<file path="config.mk">
export PLATFORM = sky130hd
export DESIGN_NAME = vga_pixel_fetch
export DESIGN_NICKNAME = d
export VERILOG_FILES = /design/src/rtl/vga_pkg.sv /design/src/rtl/pixel_fifo.sv /design/src/rtl/vga_pixel_fetch_chk.sv /design/src/rtl/vga_pixel_fetch.sv
export SDC_FILE = /design/constraint.sdc
export NUM_CORES = 1
export LEC_CHECK = 0
export ABC_AREA = 1
export CELL_PAD_IN_SITES_DETAIL_PLACEMENT = 1
export CELL_PAD_IN_SITES_GLOBAL_PLACEMENT = 1
export CORE_ASPECT_RATIO = 0.5
export CORE_MARGIN = 1
export CORE_UTILIZATION = 50
export CTS_BUF_LIST = sky130_fd_sc_hd__clkbuf_16
export CTS_CLUSTER_DIAMETER = 150
export CTS_CLUSTER_SIZE = 28
export DETAILED_ROUTE_END_ITERATION = 10
export GPL_TIMING_DRIVEN = 0
export HOLD_SLACK_MARGIN = 0.12
export PLACE_DENSITY = 0.86
export SKIP_CTS_REPAIR_TIMING = 1
export SLEW_MARGIN = 20
export SYNTH_ARGS = -nofsm -noshare
export SYNTH_HDL_FRONTEND = slang
export SYNTH_SLANG_ARGS = --single-unit
export TNS_END_PERCENT = 30
</file>
<file path="constraint.sdc">
create_clock -name MAX10_CLK1_50 -period 6.1 [get_ports MAX10_CLK1_50]
set_input_delay 0.61 -clock MAX10_CLK1_50 [delete_from_list [all_inputs] [get_ports MAX10_CLK1_50]]
set_output_delay 0.61 -clock MAX10_CLK1_50 [all_outputs]
set_load 0.01 [all_outputs]
</file>
<file path="src/rtl/vga_pkg.sv">
// Shared constants, state encoding and pixel type for the VGA pixel fetch path.
// Frame geometry defaults to 800x600 RGB444.
package vga_pkg;

    localparam int unsigned H_ACTIVE   = 800;
    localparam int unsigned V_ACTIVE   = 600;
    localparam int unsigned FB_PIXELS  = H_ACTIVE * V_ACTIVE;
    localparam int unsigned FIFO_DEPTH = 16;
    localparam int unsigned ADDR_W     = 19;
    localparam int unsigned PIXEL_W    = 12;
    localparam int unsigned CNT_W      = $clog2(FIFO_DEPTH) + 1;

    typedef enum logic [1:0] {
        ST_IDLE  = 2'd0,
        ST_FETCH = 2'd1,
        ST_DRAIN = 2'd2
    } fetch_state_e;

    typedef logic [PIXEL_W-1:0] pixel_t;

endpackage

</file>
<file path="src/rtl/pixel_fifo.sv">
// Synchronous first-word-fall-through FIFO with flush; the head reads as zero when empty.
// A push at full is accepted only together with a pop.
module pixel_fifo #(
    parameter int unsigned DEPTH = 16,
    parameter int unsigned W     = 12,
    parameter int unsigned CNT_W = $clog2(DEPTH) + 1
) (
    input  logic             clk,
    input  logic             rst,
    input  logic             flush,
    input  logic             push,
    input  logic [W-1:0]     wdata,
    input  logic             pop,
    output logic [W-1:0]     rdata,
    output logic [CNT_W-1:0] count,
    output logic             full,
    output logic             empty
);

    localparam int unsigned PTR_W = $clog2(DEPTH);

    logic [W-1:0]     store_q [DEPTH];
    logic [PTR_W-1:0] wr_ptr_q, wr_ptr_d;
    logic [PTR_W-1:0] rd_ptr_q, rd_ptr_d;
    logic [CNT_W-1:0] count_q, count_d;
    logic             wr_en_s, rd_en_s;

    // Occupancy flags, enables and next pointer/count values.
    always_comb begin
        full     = (count_q == CNT_W'(DEPTH));
        empty    = (count_q == {CNT_W{1'b0}});
        rd_en_s  = pop && !flush && !empty;
        wr_en_s  = push && !flush && (!full || rd_en_s);
        wr_ptr_d = wr_ptr_q;
        rd_ptr_d = rd_ptr_q;
        count_d  = count_q;
        if (flush) begin
            wr_ptr_d = {PTR_W{1'b0}};
            rd_ptr_d = {PTR_W{1'b0}};
            count_d  = {CNT_W{1'b0}};
        end else begin
            wr_ptr_d = wr_ptr_q + PTR_W'(wr_en_s);
            rd_ptr_d = rd_ptr_q + PTR_W'(rd_en_s);
            count_d  = count_q + CNT_W'(wr_en_s) - CNT_W'(rd_en_s);
        end
        rdata = empty ? {W{1'b0}} : store_q[rd_ptr_q];
        count = count_q;
    end

    // Pointer and occupancy registers.
    always_ff @(posedge clk or posedge rst) begin
        if (rst) begin
            wr_ptr_q <= {PTR_W{1'b0}};
            rd_ptr_q <= {PTR_W{1'b0}};
            count_q  <= {CNT_W{1'b0}};
        end else begin
            wr_ptr_q <= wr_ptr_d;
            rd_ptr_q <= rd_ptr_d;
            count_q  <= count_d;
        end
    end

    // Pixel storage; contents are masked by empty, so no reset is needed.
    always_ff @(posedge clk) begin
        if (wr_en_s) begin
            store_q[wr_ptr_q] <= wdata;
        end
    end

endmodule

</file>
<file path="src/rtl/vga_pixel_fetch_chk.sv">
// Runtime checks for the pixel fetch block: the credit scheme must never
// let a memory response arrive at a full FIFO without a matching pop.
module vga_pixel_fetch_chk (
    input logic clk,
    input logic rst,
    input logic push,
    input logic pop,
    input logic flush,
    input logic full
);

    a_no_overflow: assert property (@(posedge clk) disable iff (rst)
        !(push && full && !pop && !flush));

endmodule

</file>
<file path="src/rtl/vga_pixel_fetch.sv">
// Framebuffer reader feeding the VGA timing stage: credit-limited pipelined reads,
// stale-response discard after a frame restart, and a FWFT pixel FIFO.
module vga_pixel_fetch
    import vga_pkg::*;
#(
    parameter int unsigned H_PIX   = H_ACTIVE,
    parameter int unsigned V_LINES = V_ACTIVE
) (
    input  logic               MAX10_CLK1_50,
    input  logic               RESET,
    input  logic               frame_start,
    input  logic               pix_req,
    output logic [PIXEL_W-1:0] pix_data,
    output logic               pix_valid,
    output logic               underflow,
    output logic               mem_rd,
    output logic [ADDR_W-1:0]  mem_addr,
    input  logic [PIXEL_W-1:0] mem_rdata,
    input  logic               mem_rvalid
);

    localparam int unsigned       FRAME_PIX = H_PIX * V_LINES;
    localparam logic [ADDR_W-1:0] LAST_ADDR = ADDR_W'(FRAME_PIX - 1);

    fetch_state_e      state_q, state_d;
    logic [ADDR_W-1:0] addr_q, addr_d;
    logic [CNT_W-1:0]  outstanding_q, outstanding_d;
    logic [CNT_W-1:0]  discard_q, discard_d;
    logic              underflow_q, underflow_d;

    logic [CNT_W:0]    credit_sum_s;
    logic [CNT_W:0]    out_sum_s;
    logic              mem_rd_s;
    logic              fifo_push_s, fifo_pop_s, fifo_flush_s;
    logic [CNT_W-1:0]  fifo_count_s;
    logic              fifo_full_s, fifo_empty_s;
    pixel_t            fifo_head_s;

    // Read issue and in-flight accounting; a response with nothing in flight
    // (left over from before a reset) must not wrap the counter.
    always_comb begin
        credit_sum_s = {1'b0, fifo_count_s} + {1'b0, outstanding_q};
        mem_rd_s     = (state_q == ST_FETCH) && (discard_q == {CNT_W{1'b0}})
                       && (credit_sum_s < (CNT_W + 1)'(FIFO_DEPTH));
        out_sum_s    = {1'b0, outstanding_q} + (CNT_W + 1)'(mem_rd_s);
        if (mem_rvalid && (out_sum_s != {(CNT_W + 1){1'b0}})) begin
            outstanding_d = CNT_W'(out_sum_s - (CNT_W + 1)'(1));
        end else begin
            outstanding_d = out_sum_s[CNT_W-1:0];
        end
    end

    // Frame FSM, address counter, discard counter and FIFO control.
    always_comb begin
        state_d      = state_q;
        addr_d       = addr_q;
        discard_d    = discard_q;
        fifo_flush_s = 1'b0;
        fifo_pop_s   = pix_req && !fifo_empty_s;
        fifo_push_s  = mem_rvalid && (discard_q == {CNT_W{1'b0}}) && (state_q != ST_IDLE);
        underflow_d  = underflow_q || (pix_req && fifo_empty_s);

        case (state_q)
            ST_IDLE: begin
                state_d = ST_IDLE;
            end
            ST_FETCH: begin
                if (mem_rd_s && (addr_q == LAST_ADDR)) begin
                    state_d = ST_DRAIN;
                end else if (mem_rd_s) begin
                    addr_d = addr_q + ADDR_W'(1);
                end else begin
                    addr_d = addr_q;
                end
            end
            ST_DRAIN: begin
                state_d = ST_DRAIN;
            end
            default: begin
                state_d = ST_IDLE;
            end
        endcase

        if ((discard_q != {CNT_W{1'b0}}) && mem_rvalid) begin
            discard_d = discard_q - CNT_W'(1);
        end else begin
            discard_d = discard_q;
        end

        // A restart wins over everything: every read still in flight becomes stale.
        if (frame_start) begin
            fifo_flush_s = 1'b1;
            addr_d       = {ADDR_W{1'b0}};
            state_d      = ST_FETCH;
            discard_d    = outstanding_d;
        end else begin
            fifo_flush_s = 1'b0;
        end
    end

    // Control state registers.
    always_ff @(posedge MAX10_CLK1_50 or posedge RESET) begin
        if (RESET) begin
            state_q       <= ST_IDLE;
            addr_q        <= {ADDR_W{1'b0}};
            outstanding_q <= {CNT_W{1'b0}};
            discard_q     <= {CNT_W{1'b0}};
            underflow_q   <= 1'b0;
        end else begin
            state_q       <= state_d;
            addr_q        <= addr_d;
            outstanding_q <= outstanding_d;
            discard_q     <= discard_d;
            underflow_q   <= underflow_d;
        end
    end

    pixel_fifo #(
        .DEPTH (FIFO_DEPTH),
        .W     (PIXEL_W),
        .CNT_W (CNT_W)
    ) u_fifo (
        .clk   (MAX10_CLK1_50),
        .rst   (RESET),
        .flush (fifo_flush_s),
        .push  (fifo_push_s),
        .wdata (mem_rdata),
        .pop   (fifo_pop_s),
        .rdata (fifo_head_s),
        .count (fifo_count_s),
        .full  (fifo_full_s),
        .empty (fifo_empty_s)
    );

    vga_pixel_fetch_chk u_chk (
        .clk   (MAX10_CLK1_50),
        .rst   (RESET),
        .push  (fifo_push_s),
        .pop   (fifo_pop_s),
        .flush (fifo_flush_s),
        .full  (fifo_full_s)
    );

    assign mem_rd    = mem_rd_s;
    assign mem_addr  = addr_q;
    assign pix_data  = fifo_head_s;
    assign pix_valid = !fifo_empty_s;
    assign underflow = underflow_q;

endmodule

</file>
==> results of run 1 <==
cells by family (layout without fill, tap and decap cells):
logic type      count (synthesis)  in the layout
simple gates                  356            356
flops                         237            237
compound gates                204            204
buf+inv                       119            187
fa+ha+maj                      23             23
xor+xnor                       11             11
cells in the mapped netlist, drive strengths merged (8+ instances only):
master  number  area [um^2]
nor3         9        56.31
nand3       51        285.3
inv         75        281.5
o221ai      34        297.8
dfrtp       45         1126
o21ai      123        615.6
o22ai       14        87.58
a21oi       30        150.1
ha          22        275.3
xnor2        8        85.08
nand4       10        62.56
buf         16        93.83
nand2       97        371.6
nor2       186        728.2
clkbuf      28        116.4
edfxtp     192         5766
layout by cell type (no fill, tap or decap), types with 2 or more instances in the layout:
master / n
nand4_1: 10
nand3_2: 6
xor2_1: 3
inv_1: 77
nor3_1: 8
buf_2: 9
clkbuf_16: 13
o21ai_0: 117
nand3_1: 45
o221ai_1: 34
edfxtp_1: 192
xnor2_2: 2
buf_4: 6
nor2_4: 3
a21o_1: 2
o21ai_1: 6
clkbuf_1: 26
o22ai_1: 14
nor2_2: 19
ha_1: 22
dfrtp_1: 45
clkdlybuf4s50_1: 50
xnor2_1: 6
nand2_1: 94
nor2_1: 164
a21oi_1: 30
nand2_2: 3
flip-flops by register name, summed over array words and instances (netlist names):
signal           count
discard_q            5
mem_addr            19
outstanding_q        5
state_q              2
u_fifo.count         5
u_fifo.rd_ptr_q      4
u_fifo.store_q     192
u_fifo.wr_ptr_q      4
underflow            1
worst max-delay path by stage:
stage,end,from,slack [ns],cells after the start
floorplan,discard_q[2]$_DFFE_PP0P_,outstanding_q[1]$_DFF_PP0_,3.44,20
detailed placement,u_fifo.count[4]$_DFF_PP0_,u_fifo.count[3]$_DFF_PP0_,2.71,18
CTS,pix_data[1],u_fifo.rd_ptr_q[1]$_DFF_PP0_,2.06,8
global placement,u_fifo.store_q[2][2]$_DFFE_PP_,frame_start,2.54,7
global route,pix_data[1],u_fifo.rd_ptr_q[1]$_DFF_PP0_,1.88,8
finish,pix_data[0],u_fifo.rd_ptr_q[1]$_DFF_PP0_,1.92,8
metrics by stage:
step / utilization / cell area (um^2)
after floorplan: - / 10490
after global placement: 0.5512 / 11330
after detailed placement: 0.5541 / 11390
after CTS: 0.5713 / 11740
after global routing: 0.5713 / 11740
final: 0.5713 / 11740
routing by layer:
layer  track usage  part of all wire  vias to the layer above
li1              -                 -                     3462
met1        0.4021              0.40                     3954
met2        0.4907              0.47                      416
met3       0.06861             0.091                       95
met4        0.1152             0.039                        0
met5             0                 0                        -
layout make-up:
type	count	area, um^2
fill	2211	8812
sequential	237	6892
multi-input combinational	594	3144
timing repair buffer	51	520.5
tap	273	341.6
clock buffer	13	325.3
inverter	75	281.5
buffer	44	210.2
clock inverter	4	27.53
critical path, delay by kind of cell, from the launching register on:
family	cells	cell delay, ns
and+or+nand+nor	1	0.13
AOI/OAI and AO/OA	3	0.84
buffers and inverters	4	1.57
DFF	1	0.53
report_power, final:
| part | leakage [nW] | switching [mW] | internal [mW] | total (mW) |
|---|---|---|---|---|
| clock network | 0.183 | 0.519 | 0.395 | 0.914 |
| registers | 2.32 | 0.0576 | 1.80 | 1.85 |
| logic | 1.79 | 0.647 | 0.358 | 1.00 |
| total | 4.29 | 1.22 | 2.55 | 3.77 |
==> metrics, run 1 <==
wire length of the first global-routing pass 48210 um; simple-gate share of the synthesized area 0.1453; Overall Power 3.773 mW; Synth Instances 950; FP Rows 37; Fin. Hold Viols 0; number of cells on the worst reg-to-reg path 18; gr ovfl total 0; CTS H-tree depth 1; Period Utilization, post-route 0.6849; Worst path max stage delay 0.60 ns; Non-Filler Instances 1291; Mapped Avg Cell Area 11.04 um^2; layout cell share with drive strength beyond 1 0.06582; final wirelength 32120 um; core area 20550 um^2; arrival time at the worst endpoint 3.57 ns; Starting Density 0.5102; Clock Latency Late Sink 0.50 ns; Via Count 7927; DRC viols 0; syn_nets 990; DIE HEIGHT 104.4 um; worst r2r src u_fifo.count[2]$_DFF_PP0_; antenna cells 0; adder-cell share of the synthesized area 0.02816; XOR/XNOR Fraction of Synth Area 0.01062; CP Launch Type flop; Worst Path Required between 5 and 6 ns; Clock Tree Root clkbuf_16; total CTS buffers 12; gpl congestion 0.9297; Critical R2R Capture u_fifo.count[4]$_DFF_PP0_; Tightest Pin Transition roughly 1.1 ns; Placed Instances roughly 1300; Die W 206.8 um; crit-path cells inv_1 -> clkbuf_2 -> clkbuf_1 -> o21ai_0 -> o221ai_1 -> nand3_1 -> a21oi_1 -> clkdlybuf4s50_1; Final Slew Violations 0; Final Skew 0.02287 ns; slowest CP cell clkdlybuf4s50_1; sequential element share of the synthesized area 0.6571; Mapped Area roughly 10000 um^2; Area growth syn-to-layout 11.97%; Yosys warnings 0; RSZ-0062 raised after global routing no; Max Fclk 0.2394 GHz; endpoint class of the critical path primary output; initial antenna violation count 0; Async S/R FF share, synth 0.1899; Total GRT Usage 0.3041; VDD IR max 190.1 uV; hold_ws 0.4215 ns; CTS tree done; Compound-Gate Fraction of Synth Area 0.1119; setup TNS 0 ns; P per Cell Area roughly 320 nW/um^2; EDFF count, synth 192; worst-path fanout max 10; fin nets around 1100; WS Path Type reg2out; leakage power total 4.293 nW; Most used DFF post-synth edfxtp_1; die area 21590 um^2; Netlist cell types 34; vias in the first global route 8253; antenna-violating nets left 0; max cap viols 0; port buffer count 50; I/O pin count 51; Place WS 2.706 ns; first drt pass iteration count 5; Setup WS post-layout 1.922 ns; clock slew at reported path FFs between 0.1 and 0.15 ns; vias per cell 6.140; multiplexer share of the synthesized area 0; main combinational cell family by area after synthesis simple AND/OR/NAND/NOR gates; outcome completed; FF+latch count, synth 237; Clock Sinks 237; min Tclk post-route ~4.2 ns; Iter 0 DRT Violations 817; Max-slew headroom 0.2829; dpl hpwl 21400 um; setup violators final 0; worst reg-to-reg setup slack 2.55 ns; Worst Hold Class in2async; pin count of the biggest net entering global routing 30; CTS Buffer Depth 3; drt wl/cell between 20 and 25 um
(Power assumes the default switching activity.)
==> run 2, diff against run 1 <==
--- a/config.mk
+++ b/config.mk
@@ -10,14 +10,14 @@
 export CELL_PAD_IN_SITES_GLOBAL_PLACEMENT = 1
 export CORE_ASPECT_RATIO = 0.5
 export CORE_MARGIN = 1
-export CORE_UTILIZATION = 50
+export CORE_UTILIZATION = 48
 export CTS_BUF_LIST = sky130_fd_sc_hd__clkbuf_16
 export CTS_CLUSTER_DIAMETER = 150
 export CTS_CLUSTER_SIZE = 28
 export DETAILED_ROUTE_END_ITERATION = 10
 export GPL_TIMING_DRIVEN = 0
 export HOLD_SLACK_MARGIN = 0.12
-export PLACE_DENSITY = 0.86
+export PLACE_DENSITY = 0.83
 export SKIP_CTS_REPAIR_TIMING = 1
 export SLEW_MARGIN = 20
 export SYNTH_ARGS = -nofsm -noshare
==> constraint.sdc (replaced) <==
create_clock -name MAX10_CLK1_50 -period 3.9 [get_ports MAX10_CLK1_50]
set_input_delay 0.39 -clock MAX10_CLK1_50 [delete_from_list [all_inputs] [get_ports MAX10_CLK1_50]]
set_output_delay 0.39 -clock MAX10_CLK1_50 [all_outputs]
set_load 0.01 [all_outputs]
==> metrics, run 2 (synthesis results as in run 1) <==
outcome completed; total CTS buffers 12 (unchanged); Final Slew Violations 0 (unchanged); most frequent cells in the layout 192 x edfxtp_1, 164 x nor2_1, 117 x o21ai_0; vias per cell 5.947 (-3.1%); pin count of the biggest net entering global routing 30 (unchanged); clock slew at reported path FFs 0.11 ns (about the same); core area 20970 um^2 (+2.0%); Total GRT Usage 0.2848 (-0.01928); Biggest register u_fifo.store_q; sequential share of power 0.495 (+0.003); Max Fclk 0.2635 GHz; Max-slew headroom 0.3406 (+0.05766); setup violators final 0 (unchanged); Overall Power 5.857 mW (+55%); vias in the first global route 8206 (-0.57%); Starting Density 0.5001 (-0.01014); Area growth syn-to-layout 12.30%; final wirelength 31020 um (-3.4%); antenna-violating nets left 0 (unchanged); Worst Path Required 3.51 ns (-1.98 ns); Clock Latency Late Sink 0.49 ns (about the same); worst reg-to-reg setup slack 0.54 ns (-2.01 ns); layout cell share with drive strength beyond 1 0.06680 (+0.0009823); CTS H-tree depth 1 (unchanged); CTS tree done; Period Utilization, post-route 0.9731; Tightest Pin Transition 0.9881 ns (-0.08639 ns); logic gate share of total power 0.263 (-0.003); DRC viols 0 (unchanged); setup TNS 0 ns (unchanged); max cap viols 0 (unchanged); RSZ-0062 raised after global routing no; leakage power total 4.295 nW (about the same); first drt pass iteration count 5 (unchanged); commonest non-fill, non-tap cell in the layout edfxtp_1; endpoint class of the critical path primary output; Clock Sinks 237 (unchanged); CTS Buffer Depth 3 (unchanged); Clock Tree Root clkbuf_16; worst r2r src u_fifo.count[2]$_DFF_PP0_; Largest register FFs 192 (unchanged); Int Power 3.986 mW (+56%); DIE HEIGHT 106.5 um (+2.0%); drt wl/cell 23.68 um (-4.8%); port buffer count 50 (unchanged); worst-path fanout max 10 (unchanged); Fin. Hold Viols 0 (unchanged); antenna cells 0 (unchanged); Via Count 7791 (-1.7%); VDD IR max 289.5 uV (+52%); sw frac 0.3195 (-0.004793); FP Rows 37 (unchanged); fin nets 1056 (+0.095%); gpl congestion 0.8945 (-3.8%); dpl hpwl 21330 um (-0.30%); min Tclk post-route roughly 3.8 ns; I/O pin count 51 (unchanged); CP Launch Type flop; die area 22480 um^2 (+4.1%); Iter 0 DRT Violations 654 (-20%); Die W 211.0 um (+2.0%); WS Path Type reg2out; Critical R2R Capture u_fifo.count[4]$_DFF_PP0_; gr ovfl total 0 (unchanged); clock power share 0.242 (about the same); wire length of the first global-routing pass 47510 um (-1.5%); Worst Hold Class in2async; Final Skew 0.02819 ns (+0.005318 ns); arrival time at the worst endpoint 3.41 ns (-0.16 ns); P per Cell Area 497.3 nW/um^2 (+55%); initial antenna violation count 0 (unchanged); number of cells on the worst reg-to-reg path 18 (unchanged); Sw Pwr 1.872 mW (+53%)
-- run 2: cell count changes in the layout (fill, tap and decap cells not counted), sizes merged --
cell | previous run | this run
inv | 79 | 78
buf | 17 | 18
-- run 2: layer usage --
metal | part of all wire | global-route usage | vias up
li1 | - | - | 3458
met1 | 0.41 | 0.3770 | 3967
met2 | 0.48 | 0.4838 | 318
met3 | 0.079 | 0.05229 | 48
met4 | 0.024 | 0.07764 | 0
met5 | 0 | 0 | -
-- run 2: how the worst max path moves through the flow --
stage	end	cells past startpoint	slack, ns	start
global route	pix_data[0]	8	0.03	u_fifo.rd_ptr_q[1]$_DFF_PP0_
CTS	pix_data[0]	8	0.20	u_fifo.rd_ptr_q[1]$_DFF_PP0_
global placement	u_fifo.store_q[2][10]$_DFFE_PP_	7	0.49	frame_start
finish	pix_data[0]	8	0.10	u_fifo.rd_ptr_q[1]$_DFF_PP0_
floorplan	discard_q[2]$_DFFE_PP0P_	20	1.24	outstanding_q[1]$_DFF_PP0_
detailed placement	u_fifo.count[4]$_DFF_PP0_	18	0.63	u_fifo.count[2]$_DFF_PP0_
-- run 2: through the flow --
step / instances / setup WS (ns) / area, um^2 / hold WS, ns / util
2_1_floorplan: 950 / 1.244 / 10490 / 0.4488 / -
4_1_cts: 1310 / 0.2008 / 11780 / 0.2613 / 0.5616
6_report: 1310 / 0.1050 / 11780 / 0.2493 / 0.5616
3_3_place_gp: 1292 / 0.4943 / 11350 / 0.4416 / 0.5414
3_5_place_dp: 1294 / 0.6348 / 11430 / 0.4679 / 0.5450
5_1_grt: 1310 / 0.03379 / 11780 / 0.2810 / 0.5616
-- run 2: cell type report --
class,count,area [um^2]
flip-flops and latches,237,6892
clock inverters,3,23.77
well taps,292,365.4
plain buffers,44,210.2
fillers,2222,9194
clock buffers,13,325.3
repair buffers,52,535.5
multi-input cells,594,3144
inverters,75,281.5
-- run 2: power by group through the flow --
stage,clock [mW],combinational (mW),sequential [mW]
after floorplan,0,0.931,2.93
after global placement,0,1.43,2.95
after detailed placement,0,1.52,2.95
after CTS,1.43,1.53,2.90
after global routing,1.48,1.69,2.91
final,1.42,1.54,2.90
-- run 2: critical path: stages (launching register included) --
cell             delay, ns
dfrtp_1               0.53
inv_1                 0.16
clkbuf_2              0.30
clkbuf_1              0.45
o21ai_0               0.18
o221ai_1              0.26
nand3_1               0.14
a21oi_1               0.28
clkdlybuf4s50_1       0.61
